==> config.mk <==
export PLATFORM = sky130hd
export DESIGN_NAME = bcd_digit_source
export DESIGN_NICKNAME = d
export VERILOG_FILES = /design/src/rtl/bcd_digit_source.sv
export SDC_FILE = /design/constraint.sdc
export NUM_CORES = 1
export LEC_CHECK = 0
export BUFFER_PORTS_ARGS = -buffer_cell sky130_fd_sc_hd__buf_4
export CAP_MARGIN = 20
export CORE_MARGIN = 10
export CORE_UTILIZATION = 34
export CTS_CLUSTER_SIZE = 28
export DETAILED_ROUTE_END_ITERATION = 12
export PLACE_DENSITY = 0.54
export RECOVER_POWER = 100
export SYNTH_ARGS = -nofsm -noshare
export SYNTH_HDL_FRONTEND = slang
export SYNTH_SLANG_ARGS = --single-unit
export TNS_END_PERCENT = 1
==> constraint.sdc <==
create_clock -name clk -period 3.15 [get_ports clk]
set_clock_uncertainty 0.15 [all_clocks]
set_input_delay 0.315 -clock clk [delete_from_list [all_inputs] [get_ports clk]]
set_output_delay 0.315 -clock clk [all_outputs]
set_load 0.02 [all_outputs]
==> src/rtl/bcd_digit_source.sv <==
// Multi-digit BCD up/down counter with a snapshot-and-scan digit stream port.
// Scan latency 1 cycle from scan_start to first digit; each digit held until digit_ready.
module bcd_digit_source #(
    parameter int DIGITS = 2,
    parameter int SELW   = 3
) (
    input  logic                  clk,
    input  logic                  rst,
    input  logic                  en,
    input  logic                  up_dn,
    input  logic                  load,
    input  logic [4*DIGITS-1:0]   load_val,
    output logic [4*DIGITS-1:0]   count,
    output logic                  tc,
    output logic                  load_err,
    input  logic                  scan_start,
    output logic                  scan_busy,
    output logic [3:0]            digit_out,
    output logic [SELW-1:0]       digit_sel,
    output logic                  digit_valid,
    input  logic                  digit_ready,
    output logic                  scan_done
);

    typedef enum logic [1:0] {
        S_IDLE = 2'd0,
        S_SEND = 2'd1,
        S_DONE = 2'd2
    } scan_state_t;

    localparam logic [SELW-1:0] SEL_ONE  = SELW'(1);
    localparam logic [SELW-1:0] LAST_SEL = SELW'(DIGITS - 1);

    logic [4*DIGITS-1:0] count_q, count_d;
    logic                load_err_q, load_bad;
    logic                all9, all0;

    scan_state_t         state_q;
    logic [4*DIGITS-1:0] shadow_q;
    logic [SELW-1:0]     sel_q, sel_nxt;
    logic [3:0]          nib_nxt;
    logic [3:0]          digit_out_q;
    logic [SELW-1:0]     digit_sel_q;
    logic                digit_valid_q;
    logic                scan_done_q;

    // Next counter value: ripple carry/borrow across digits within one cycle.
    always_comb begin
        logic       c;
        logic [3:0] nib;
        count_d  = count_q;
        load_bad = 1'b0;
        all9     = 1'b1;
        all0     = 1'b1;
        c        = 1'b1;
        nib      = 4'd0;
        for (int i = 0; i < DIGITS; i++) begin
            all9 = all9 & (count_q[4*i +: 4] == 4'd9);
            all0 = all0 & (count_q[4*i +: 4] == 4'd0);
        end
        if (load) begin
            for (int i = 0; i < DIGITS; i++) begin
                nib = load_val[4*i +: 4];
                if (nib > 4'd9) begin
                    count_d[4*i +: 4] = 4'd0;
                    load_bad          = 1'b1;
                end else begin
                    count_d[4*i +: 4] = nib;
                end
            end
        end else if (en) begin
            for (int i = 0; i < DIGITS; i++) begin
                nib = count_q[4*i +: 4];
                if (c) begin
                    if (up_dn) begin
                        if (nib == 4'd9) begin
                            count_d[4*i +: 4] = 4'd0;
                        end else begin
                            count_d[4*i +: 4] = nib + 4'd1;
                            c                 = 1'b0;
                        end
                    end else begin
                        if (nib == 4'd0) begin
                            count_d[4*i +: 4] = 4'd9;
                        end else begin
                            count_d[4*i +: 4] = nib - 4'd1;
                            c                 = 1'b0;
                        end
                    end
                end
            end
        end
    end

    always_ff @(posedge clk) begin
        if (rst) begin
            count_q    <= '0;
            load_err_q <= 1'b0;
        end else begin
            count_q    <= count_d;
            load_err_q <= load & load_bad;
        end
    end

    assign tc = en & ~load & ~rst & (up_dn ? all9 : all0);

    // Digit following the current one, taken from the frozen snapshot.
    always_comb begin
        sel_nxt = sel_q + SEL_ONE;
        nib_nxt = 4'd0;
        for (int i = 0; i < DIGITS; i++) begin
            if (sel_nxt == SELW'(i)) begin
                nib_nxt = shadow_q[4*i +: 4];
            end
        end
    end

    always_ff @(posedge clk) begin
        if (rst) begin
            state_q       <= S_IDLE;
            shadow_q      <= '0;
            sel_q         <= '0;
            digit_out_q   <= 4'd0;
            digit_sel_q   <= '0;
            digit_valid_q <= 1'b0;
            scan_done_q   <= 1'b0;
        end else begin
            case (state_q)
                S_IDLE: begin
                    scan_done_q <= 1'b0;
                    if (scan_start) begin
                        shadow_q      <= count_q;
                        sel_q         <= '0;
                        digit_out_q   <= count_q[3:0];
                        digit_sel_q   <= '0;
                        digit_valid_q <= 1'b1;
                        state_q       <= S_SEND;
                    end
                end
                S_SEND: begin
                    if (digit_ready) begin
                        if (sel_q == LAST_SEL) begin
                            digit_valid_q <= 1'b0;
                            scan_done_q   <= 1'b1;
                            state_q       <= S_DONE;
                        end else begin
                            sel_q       <= sel_nxt;
                            digit_sel_q <= sel_nxt;
                            digit_out_q <= nib_nxt;
                        end
                    end
                end
                S_DONE: begin
                    scan_done_q <= 1'b0;
                    state_q     <= S_IDLE;
                end
                default: begin
                    digit_valid_q <= 1'b0;
                    scan_done_q   <= 1'b0;
                    state_q       <= S_IDLE;
                end
            endcase
        end
    end

    assign count       = count_q;
    assign load_err    = load_err_q;
    assign scan_busy   = (state_q != S_IDLE);
    assign digit_out   = digit_out_q;
    assign digit_sel   = digit_sel_q;
    assign digit_valid = digit_valid_q;
    assign scan_done   = scan_done_q;

endmodule

# Yosys cells after proc, flatten, opt, wreduce, memory -nomap -nowiden
# Cells that the tools add are included.
# totals
register_bits	28
latch_bits	0
ramBits	0
mem_bits_ro	0
input_bits	15
output_inout_bits	20
elab_cells	89
mem_count	0
# op_classes
n_addsub	5
mul	0
div	0
order_cmp	2
n_eq_ne	10
shifts	0
muxes	38
bitwise	10
reduce_logical	15
# ops
cell	n
$mux 4	14
$mux 8	2
$mux 1	12
$mux 3	3
$add 4x1->4 const B	2
$eq 4x4->1 const B	2
$gt 4x4->1 const B	2
$logic_not 4->1	2
$ne 2x2->1 const B	4
$pmux 4 s2	1
$reduce_and 4->1	2
$reduce_bool 2->1	4
$sub 4x1->4 const B	2
$and 1x1->1	6
$eq 3x1->1 const B	2
$mux 2	3
$pmux 3 s2	1
$reduce_and 2->1	3
$not 1->1	4
$pmux 2 s2	1
$add 3x1->3 const B	1
$logic_not 3->1	1
$pmux 1 s3	1
$reduce_and 3->1	1
4 further kinds	4

# Logic depth before layout (Yosys ltp)
# Gate-level depths: netlist (run 1).
# logic_depth
word_depth	8
depth_mapped	6
depth_no_buf	6

# Least setup slack after synthesis (run 1)
# OpenSTA, ideal clock, no wires.
# synth_path
path_type	register to output
startpoint	register count_q[0], in the netlist count[0]
endpoint	output tc
arrival_time_ps	1665
required_ps	2685
path_slack_ps	1020
path_stages_with_launch	5
n_path_buf	1
cell_sequence	dfxtp_1 -> buf_4 -> or2_2 -> or4_1 -> a21oi_1
# synth_via
elab_chain_cells	4
word_cells_on_any_way	6
classes_between	eq/ne (1); mux (1); bitwise (3); reduce/logical (1)
# synth_lines
element	line	rtl
from (decl)	34	logic [4*DIGITS-1:0] count_q, count_d;
from (signal assigned)	100	count_q <= count_d;
$eq 4x4->1 / $logic_not 4->1 (equally long branches)	58, 59	
$and 1x1->1, on equally long branches	58, 59	
$mux 1 (*)	105	assign tc = en & ~load & ~rst & (up_dn ? all9 : all0);
$and 1x1->1 (*)	105	
to (decl)	14	output logic tc,
# Mark *: on every way between the ends. The rest lies on a longest branch, timed or not.

# Worst setup path after layout (run 1)
# Same ends and word-level chain as after synthesis.

==> results of run 1 <==
[metrics by stage]
stage | cell area, um2 | util, %
after global routing | 1930 | 40.3
after global placement | 1960 | 40.9
after CTS | 2030 | 42.4
final | 1930 | 40.3
after detailed placement | 1960 | 40.9
after floorplan | 1700 | -
[worst register-to-register path: cells and delay by family, from the launching register on]
| family | cells | cell delay (ns) |
|---|---|---|
| DFF | 1 | 0.46 |
| muxes | 1 | 0.18 |
| and+or+nand+nor | 3 | 1.17 |
[synth_stat cells, drive strengths merged]
master    n  area, um2
nand2b   11       68.8
a221o     1       10.0
nand4b    1       8.76
a211o     1       8.76
nor4      2       33.8
nand3     4       20.0
a31oi     6       37.5
o221a     1       11.3
and3b     1       8.76
clkbuf    3       11.3
and3      2       12.5
nand2    20       75.1
o21bai    4       30.0
or4       3       22.5
buf      12       75.1
or2       2       12.5
a221oi    6       52.6
a21o      1       7.51
nor3b     3       27.5
a32o      1       10.0
nand4     1       6.26
dfxtp    28        561
mux2i     1       10.0
a21oi    18       90.1
a2111oi   3       32.5
a222oi    1       10.0
and4b     1       10.0
o21a      2       15.0
nand3b    2       15.0
and2      2       15.0
or3       1       6.26
nor3      3       26.3
nor2     14       52.6
o41ai     4       35.0
ha        4       50.1
o21ai    17       85.1
a211oi    2       15.0
o211ai    1       12.5
inv       7       26.3
nor2b     8       50.1
xnor2     4       35.0
[layer usage]
metal | share of wire (%) | vias up | track usage, %
met5 | 0 | - | 0
met4 | 1.0 | 0 | 4.70
met3 | 2.6 | 2 | 1.91
met2 | 46 | 22 | 17.5
met1 | 51 | 740 | 14.6
li1 | - | 806 | -
[power breakdown]
group	switching [mW]	leakage, nW	internal, mW
logic	0.0904	0.403	0.0645
registers	0.0335	0.229	0.371
clock network	0.123	0.0357	0.170
[worst paths after layout]
| path | start | to | slack, ns | depth (start not counted) |
|---|---|---|---|---|
| min | load_val[0] | count[0] | 0.13 | 3 |
| min reg2reg | shadow_q[3] | shadow_q[3] | 0.32 | 2 |
| max reg2reg | state_q[1] | digit_sel[1] | 1.04 | 4 |
| max | count[0] | tc | 0.74 | 4 |
[logic make-up after synthesis]
kind of cell             synth area share (%)
AND/OR/NAND/NOR                          27.7
AO/OA/AOI/OAI                            27.2
flip-flops                               32.9
buffers and inverters                    6.61
XOR/XNOR                                 2.06
adder cells (fa/ha/maj)                  2.94
multiplexers                            0.588
[final cells by class]
type | count | area (um2) | share of cell area, %
Multi-Input combinational cell | 159 | 1010 | 52.4
Sequential cell | 28 | 561 | 29.1
Timing Repair Buffer | 34 | 176 | 9.14
Tap cell | 67 | 83.8 | 4.35
Clock buffer | 3 | 41.3 | 2.14
Clock inverter | 1 | 30.0 | 1.56
Inverter | 7 | 26.3 | 1.36
[state kept, by name, summed over array words and instances, names as in the netlist]
signal / count
load_err: 1
digit_sel: 3
digit_valid: 1
digit_out: 4
scan_done: 1
shadow_q: 8
state_q: 2
count: 8
==> flow_metrics.env, run 1 <==
export IMPL_outcome="completed"
export IMPL_drt_initial_drc_count=116
export IMPL_worstMarginPinSlew_ns=1.43
export IMPL_finalNetCount=252
export IMPL_cts_resized=0
export IMPL_cap_viol_max_count=0
export IMPL_drcViolationCount=0
export IMPL_design_core_area_um2=4790
export IMPL_rows=25
export IMPL_vias=1570
export IMPL_cts_path_max_buffers=2
export IMPL_max_freq_ghz=0.415
export IMPL_total_power_mw=0.853
export IMPL_grt_pass1_wl_mm=7.82
export IMPL_dpl_cell_count=295
export IMPL_instances_no_fill=299
export IMPL_critPathKind="reg -> out"
export IMPL_synth_cell_type_count=50
export IMPL_clk_pin_slew_ns=0.11
export IMPL_slew_headroom_pct=4.91
export IMPL_critPathArrivalTime_ns=1.94
export IMPL_path_cells="or2_2, or4_1, a21oi_1, clkbuf_1"
export IMPL_synth_nets=228
export IMPL_start_util_pct=35.6
export IMPL_grt_util_all_layers_pct=11.2
export IMPL_yosys_warnings=0
export IMPL_portBuffers=34
export IMPL_antenna_found_initial=0
export IMPL_clkSinkCount=28
export IMPL_mappedNetlistArea_um2=1700
export IMPL_endpoint_kind="output port"
export IMPL_grt_max_degree=34
export IMPL_numCtsBuffers=3
export IMPL_grt_overflow=0
export IMPL_post_route_period_util_pct=76.4
export IMPL_layout_setup_ws_ns=0.743
export IMPL_cts_tree="yes"
export IMPL_cts_root_buf="clkbuf_8"
export IMPL_fp_dieArea_um2=8240
export IMPL_postCtsHoldBufs=0
export IMPL_place_congestion=0.781
export IMPL_rsz0062_at_grt="false"
export IMPL_fin_crit_ns=2.41
export IMPL_place_hpwl_mm=3.25
export IMPL_cts_setup_buffers=0
export IMPL_first_global_vias=1584
export IMPL_layout_common_cells="28 x dfxtp_1, 21 x clkbuf_1, 20 x nand2_1, 18 x a21oi_1, 17 x o21ai_0"
export IMPL_num_antenna_cells=0
export IMPL_crit_buf_inv=1
export IMPL_area_growth_pct=13.3
export IMPL_slowest_delay_ns=0.48
export IMPL_finalSetupTns_ns=0
export IMPL_wire_per_inst_um=15.0
export IMPL_first_pass_iters=4
export IMPL_preCtsSetupSlack_ns=1.16
export IMPL_worst_ep_required_time_ns=2.68
export IMPL_hp_class="in -> reg"
export IMPL_worstSetupStartpointType="flip-flop"
export IMPL_htree_num_levels=1
export IMPL_drv_slew=0
export IMPL_cp_max_fo=13
export IMPL_syn_inst=209
export IMPL_power_leakage_nw=0.667
export IMPL_setup_viol=0
export IMPL_synth_seq_cells=28
export IMPL_wirelength_mm=4.50
export IMPL_layout_commonest_cell="dfxtp_1"
export IMPL_num_fill_cells=538
export IMPL_avgSynthCellArea_um2=8.15
export IMPL_cpMaxStageDelayCell="dfxtp_1"
export IMPL_peakVddDrop_mv=0.153
export IMPL_hold_ws_ns=0.125
export IMPL_drtAntennaViolNets=0
export IMPL_via_per_inst=5.25
export IMPL_p_per_area_nw_per_um2=442
export IMPL_drive_gt1_share_pct=9.91
export IMPL_clkLatencyLatePin_ns=0.28
export IMPL_die_h_um=90.8
export IMPL_io_pins=35
export IMPL_ys_seq_area_share_pct=32.9
export IMPL_hold_viol=0
export IMPL_die_width_um=90.8
export IMPL_path_delay_family="simple AND/OR/NAND/NOR gates"
No activity file was read; power rests on OpenSTA's default activity.
==> run 2, diff against run 1 <==
Settings changed: PLACE_DENSITY 0.54 to 0.56.
Clock period 3.15 ns to 2.2 ns, I/O delays scaled along.
==> run 2 against run 1 <==
Against the previous run: flip-flop and latch count unchanged; total power increased by 44%; clock-buffer cell count unchanged; register-to-register slack got worse by 0.81 ns; critical path depth unchanged; critical path type unchanged; die area unchanged; first-iteration DRC count decreased by 48%; sequential power increased by 40%; worst hold slack got worse by 0.10 ns; worst setup slack got worse by 0.63 ns; core utilization increased by 0.86 points; sequential share of layout area decreased by 0.61 points.
==> flow_metrics.env, run 2 (synthesis gave the netlist of run 1 again) <==
export IMPL_grt_util_all_layers_pct=10.9
export IMPL_drv_slew=0
export IMPL_r2r_cells=5
export IMPL_place_hpwl_mm=3.31
export IMPL_area_growth_pct=15.7
export IMPL_antenna_found_initial=0
export IMPL_clkSinkCount=28
export IMPL_slowest_delay_ns=0.50
export IMPL_post_route_period_util_pct=94.7
export IMPL_finalNetCount=258
export IMPL_rsz0062_at_grt="false"
export IMPL_layout_commonest_cell="dfxtp_1"
export IMPL_worst_ep_required_time_ns=1.83
export IMPL_hp_class="in -> reg"
export IMPL_critPathKind="reg -> out"
export IMPL_drt_initial_drc_count=60
export IMPL_layout_common_cells="28 x dfxtp_1, 21 x clkbuf_1, 20 x nand2_1, 18 x a21oi_1, 18 x buf_4"
export IMPL_portBuffers=34
export IMPL_drtAntennaViolNets=0
export IMPL_cp_max_fo=8
export IMPL_wirelength_mm=4.55
export IMPL_first_global_vias=1548
export IMPL_grt_max_degree=34
export IMPL_reg2reg_to="count[2]"
export IMPL_power_leakage_nw=0.702
export IMPL_design_core_area_um2=4790
export IMPL_htree_num_levels=1
export IMPL_setup_viol=0
export IMPL_num_fill_cells=536
export IMPL_cts_setup_buffers=0
export IMPL_place_area_um2=2000
export IMPL_cts_root_buf="clkbuf_8"
export IMPL_cts_path_max_buffers=2
export IMPL_cpMaxStageDelayCell="or4_1"
export IMPL_clkLatencyLatePin_ns=0.28
export IMPL_r2r_slack_ns=0.23
export IMPL_io_pins=35
export IMPL_path_cells="clkbuf_2, or4_1, a21oi_1, buf_4"
export IMPL_fp_dieArea_um2=8240
export IMPL_drive_gt1_share_pct=13.0
export IMPL_place_congestion=0.817
export IMPL_endpoint_kind="output port"
export IMPL_r2r_start="count[2]"
export IMPL_finalSetupTns_ns=0
export IMPL_wire_per_inst_um=14.9
export IMPL_clk_pin_slew_ns=0.10
export IMPL_hold_path_startpoint="load_val[0]"
export IMPL_max_freq_ghz=0.480
export IMPL_num_antenna_cells=0
export IMPL_hold_viol=0
export IMPL_worstSetupStartpointType="flip-flop"
export IMPL_path_delay_family="simple AND/OR/NAND/NOR gates"
export IMPL_first_pass_iters=4
export IMPL_outcome="completed"
export IMPL_timing_hold_worst_path_depth=3
export IMPL_slew_headroom_pct=62.3
export IMPL_critPathArrivalTime_ns=1.71
export IMPL_peakVddDrop_mv=0.364
export IMPL_die_h_um=90.8
export IMPL_die_width_um=90.8
export IMPL_worstMarginPinSlew_ns=0.565
export IMPL_numCtsBuffers=3
export IMPL_start_util_pct=35.6
export IMPL_fin_area_um2=1970
export IMPL_hold_end="count[0]"
export IMPL_cts_tree="yes"
export IMPL_postCtsHoldBufs=0
export IMPL_cap_viol_max_count=0
export IMPL_rows=25
export IMPL_via_per_inst=5.28
export IMPL_vias=1609
export IMPL_drcViolationCount=0
export IMPL_fin_crit_ns=2.08
export IMPL_cts_resized=0
export IMPL_grt_pass1_wl_mm=7.57
export IMPL_crit_buf_inv=2
export IMPL_grt_overflow=0
export IMPL_p_per_area_nw_per_um2=625
[run 2: changes by cell type in the layout (fill, tap and decap cells not counted), sizes merged]
cell / delta
buf: +5
clkbuf: +1
[run 2: report_power, final]
part | internal [mW] | switching, mW
Clock | 0.244 | 0.176
Combinational | 0.100 | 0.145
Sequential | 0.532 | 0.0348
Total | 0.876 | 0.355
[run 2: worst max-delay path by stage]
stage                     end  depth (start not counted)     start
after floorplan            tc                          4  count[0]
after global placement     tc                          6      load
after detailed placement   tc                          6      load
after CTS                  tc                          4  count[3]
after global routing       tc                          4  count[3]
final                      tc                          4  count[3]
[run 2: stage by stage]
stage / hold slack, ns / util [%] / power, mW / instances / worst slack [ns]
floorplan: 0.227 / - / 0.752 / 209 / 0.165
global placement: 0.294 / 41.8 / 0.852 / 301 / 0.381
detailed placement: 0.301 / 41.8 / 0.851 / 301 / 0.385
CTS: 0.0226 / 43.3 / 1.27 / 305 / 0.0876
global route: 0.0270 / 41.2 / 1.29 / 305 / 0.0454
finish: 0.0244 / 41.2 / 1.23 / 305 / 0.116
[run 2: routing by layer]
layer / vias to the layer above / GRT usage, % / wire length, um / part of all wire, %
met1: 747 / 13.7 / 2220 / 49
li1: 820 / - / - / -
met2: 35 / 17.6 / 2120 / 47
met4: 0 / 5.35 / 83 / 1.8
met5: - / 0 / 0 / 0
met3: 7 / 1.66 / 126 / 2.8
[run 2: tightest hold or removal path: cells and delay by family]
kind            cells  cell delay [ns]
buf+inv             1             0.08
compound gates      1             0.07
simple gates        1             0.07
[run 2: layout make-up]
type / count / area, um2 / share of cell area [%]
sequential: 28 / 561 / 28.4
inverter: 7 / 26.3 / 1.33
multi-input combinational: 159 / 1010 / 51.2
timing repair buffer: 40 / 219 / 11.1
clock buffer: 3 / 41.3 / 2.10
clock inverter: 1 / 30.0 / 1.52
tap: 67 / 83.8 / 4.25
==> run 3, diff against run 2 <==
Settings changed: GPL_TIMING_DRIVEN from default to 0.
==> run 3 against run 2 <==
Against the previous run: total power is 1.4% higher; sequential power is 2% lower; register-to-register slack better by 0.12 ns; worst setup slack worse by 0.038 ns; largest power group unchanged; critical path depth stayed put; combinational power is 11% higher; sequential share of layout area is 0.79 points lower; critical endpoint unchanged; core utilization is 1.5 points higher; maximum frequency is 1.8% lower.
==> flow_metrics.env, run 3 (synthesis gave the netlist of run 1 again) <==
export IMPL_hold_viol=0
export IMPL_portBuffers=33
export IMPL_finalSetupTns_ns=0
export IMPL_r2r_slack_ns=0.35
export IMPL_fp_dieArea_um2=8240
export IMPL_grt_pass1_wl_mm=7.81
export IMPL_area_growth_pct=19.8
export IMPL_cts_root_buf="clkbuf_8"
export IMPL_cap_viol_max_count=0
export IMPL_io_pins=35
export IMPL_cts_tree="yes"
export IMPL_power_leakage_nw=0.729
export IMPL_rsz0062_at_grt="false"
export IMPL_drive_gt1_share_pct=15.5
export IMPL_num_fill_cells=518
export IMPL_antenna_found_initial=0
export IMPL_layout_commonest_cell="dfxtp_1"
export IMPL_drt_initial_drc_count=91
export IMPL_finalNetCount=265
export IMPL_worstSetupEndpoint="tc"
export IMPL_post_route_period_util_pct=96.4
export IMPL_r2r_cells=4
export IMPL_hp_class="in -> reg"
export IMPL_clkSinkCount=28
export IMPL_setup_viol=0
export IMPL_grt_overflow=0
export IMPL_layout_common_cells="27 x dfxtp_1, 24 x clkbuf_1, 20 x nand2_1, 17 x buf_4, 17 x a21oi_1"
export IMPL_rows=25
export IMPL_drcViolationCount=0
export IMPL_first_pass_iters=4
export IMPL_hold_ws_ns=0.0379
export IMPL_numCtsBuffers=3
export IMPL_layout_setup_ws_ns=0.0784
export IMPL_wirelength_mm=4.76
export IMPL_via_per_inst=5.19
export IMPL_endpoint_kind="output port"
export IMPL_drtAntennaViolNets=0
export IMPL_cts_path_max_buffers=2
export IMPL_reg2reg_to="count[5]"
export IMPL_vias=1619
export IMPL_place_congestion=0.784
export IMPL_cp_max_fo=13
export IMPL_first_global_vias=1535
export IMPL_fin_crit_ns=2.12
export IMPL_wire_per_inst_um=15.3
export IMPL_instances_no_fill=312
export IMPL_r2r_start="count[0]"
export IMPL_drv_slew=0
export IMPL_design_core_area_um2=4790
export IMPL_preCtsSetupSlack_ns=0.221
export IMPL_place_hpwl_mm=3.52
export IMPL_worstMarginPinSlew_ns=0.733
export IMPL_outcome="completed"
export IMPL_max_freq_ghz=0.471
export IMPL_worst_ep_required_time_ns=1.83
export IMPL_start_util_pct=35.6
export IMPL_p_per_area_nw_per_um2=612
export IMPL_critPathKind="reg -> out"
export IMPL_slew_headroom_pct=50.9
export IMPL_worstSetupStartpointType="flip-flop"
export IMPL_peakVddDrop_mv=0.233
export IMPL_grt_max_degree=17
export IMPL_grt_util_all_layers_pct=11.4
export IMPL_cts_setup_buffers=0
export IMPL_critPathArrivalTime_ns=1.75
export IMPL_num_antenna_cells=0
export IMPL_die_h_um=90.8
export IMPL_clk_pin_slew_ns=0.10
export IMPL_dpl_cell_count=309
export IMPL_htree_num_levels=1
export IMPL_die_width_um=90.8
export IMPL_setup_worst_path_start="count[0]"
export IMPL_clkLatencyLatePin_ns=0.28
run 3: power by group:
part           total (mW)  switching [mW]  leakage [nW]  internal [mW]
sequential          0.558          0.0257         0.229          0.532
combinational       0.272           0.163         0.463          0.109
clock               0.419           0.175        0.0357          0.244
run 3: how the worst min path moves through the flow:
| stage | from | slack, ns | cells after the start | end |
|---|---|---|---|---|
| finish | load_val[0] | 0.04 | 3 | count[0] |
| global route | load_val[0] | 0.04 | 3 | count[0] |
| CTS | load_val[0] | 0.02 | 3 | count[0] |
| detailed placement | shadow_q[6] | 0.30 | 2 | shadow_q[6] |
| global placement | shadow_q[6] | 0.30 | 2 | shadow_q[6] |
| floorplan | load_val[0] | 0.23 | 2 | count[0] |
run 3: layout make-up:
| cell class | count | area (um2) | area share, % |
|---|---|---|---|
| Timing Repair Buffer | 33 | 180 | 8.83 |
| Tap cell | 67 | 83.8 | 4.11 |
| Sequential cell | 28 | 564 | 27.7 |
| Multi-Input combinational cell | 159 | 1040 | 50.8 |
| Buffer | 14 | 78.8 | 3.86 |
| Inverter | 7 | 26.3 | 1.29 |
| Clock buffer | 3 | 41.3 | 2.02 |
| Clock inverter | 1 | 30.0 | 1.47 |
run 3: metrics by stage:
stage	total power, mW	util [%]	cell area (um2)
after floorplan	0.752	-	1700
after global placement	0.858	42.5	2030
after detailed placement	0.858	42.5	2030
after CTS	1.28	44.1	2110
after global routing	1.31	42.6	2040
final	1.25	42.6	2040
run 3: worst max-delay path, cell delays in order, from the launching register on:
cell and delay [ns]:
dfxtp_4 0.42, or2_2 0.32, or4_1 0.42, a21oi_2 0.16
buf_4 0.16
run 3: repair_timing:
| action | CTS | global route |
|---|---|---|
| hold buffers | 0 | 0 |
| gates resized for setup | 5 | 3 |
| setup endpoints to repair | 1 | 1 |
| pin swaps | 1 | 0 |
run 3: metal layers:
layer	vias to the layer above	routed length, um	GRT usage, %
met2	26	2160	18.3
met1	751	2360	15.2
met4	0	80	4.31
met5	-	0	0
met3	5	162	1.50
li1	837	-	-
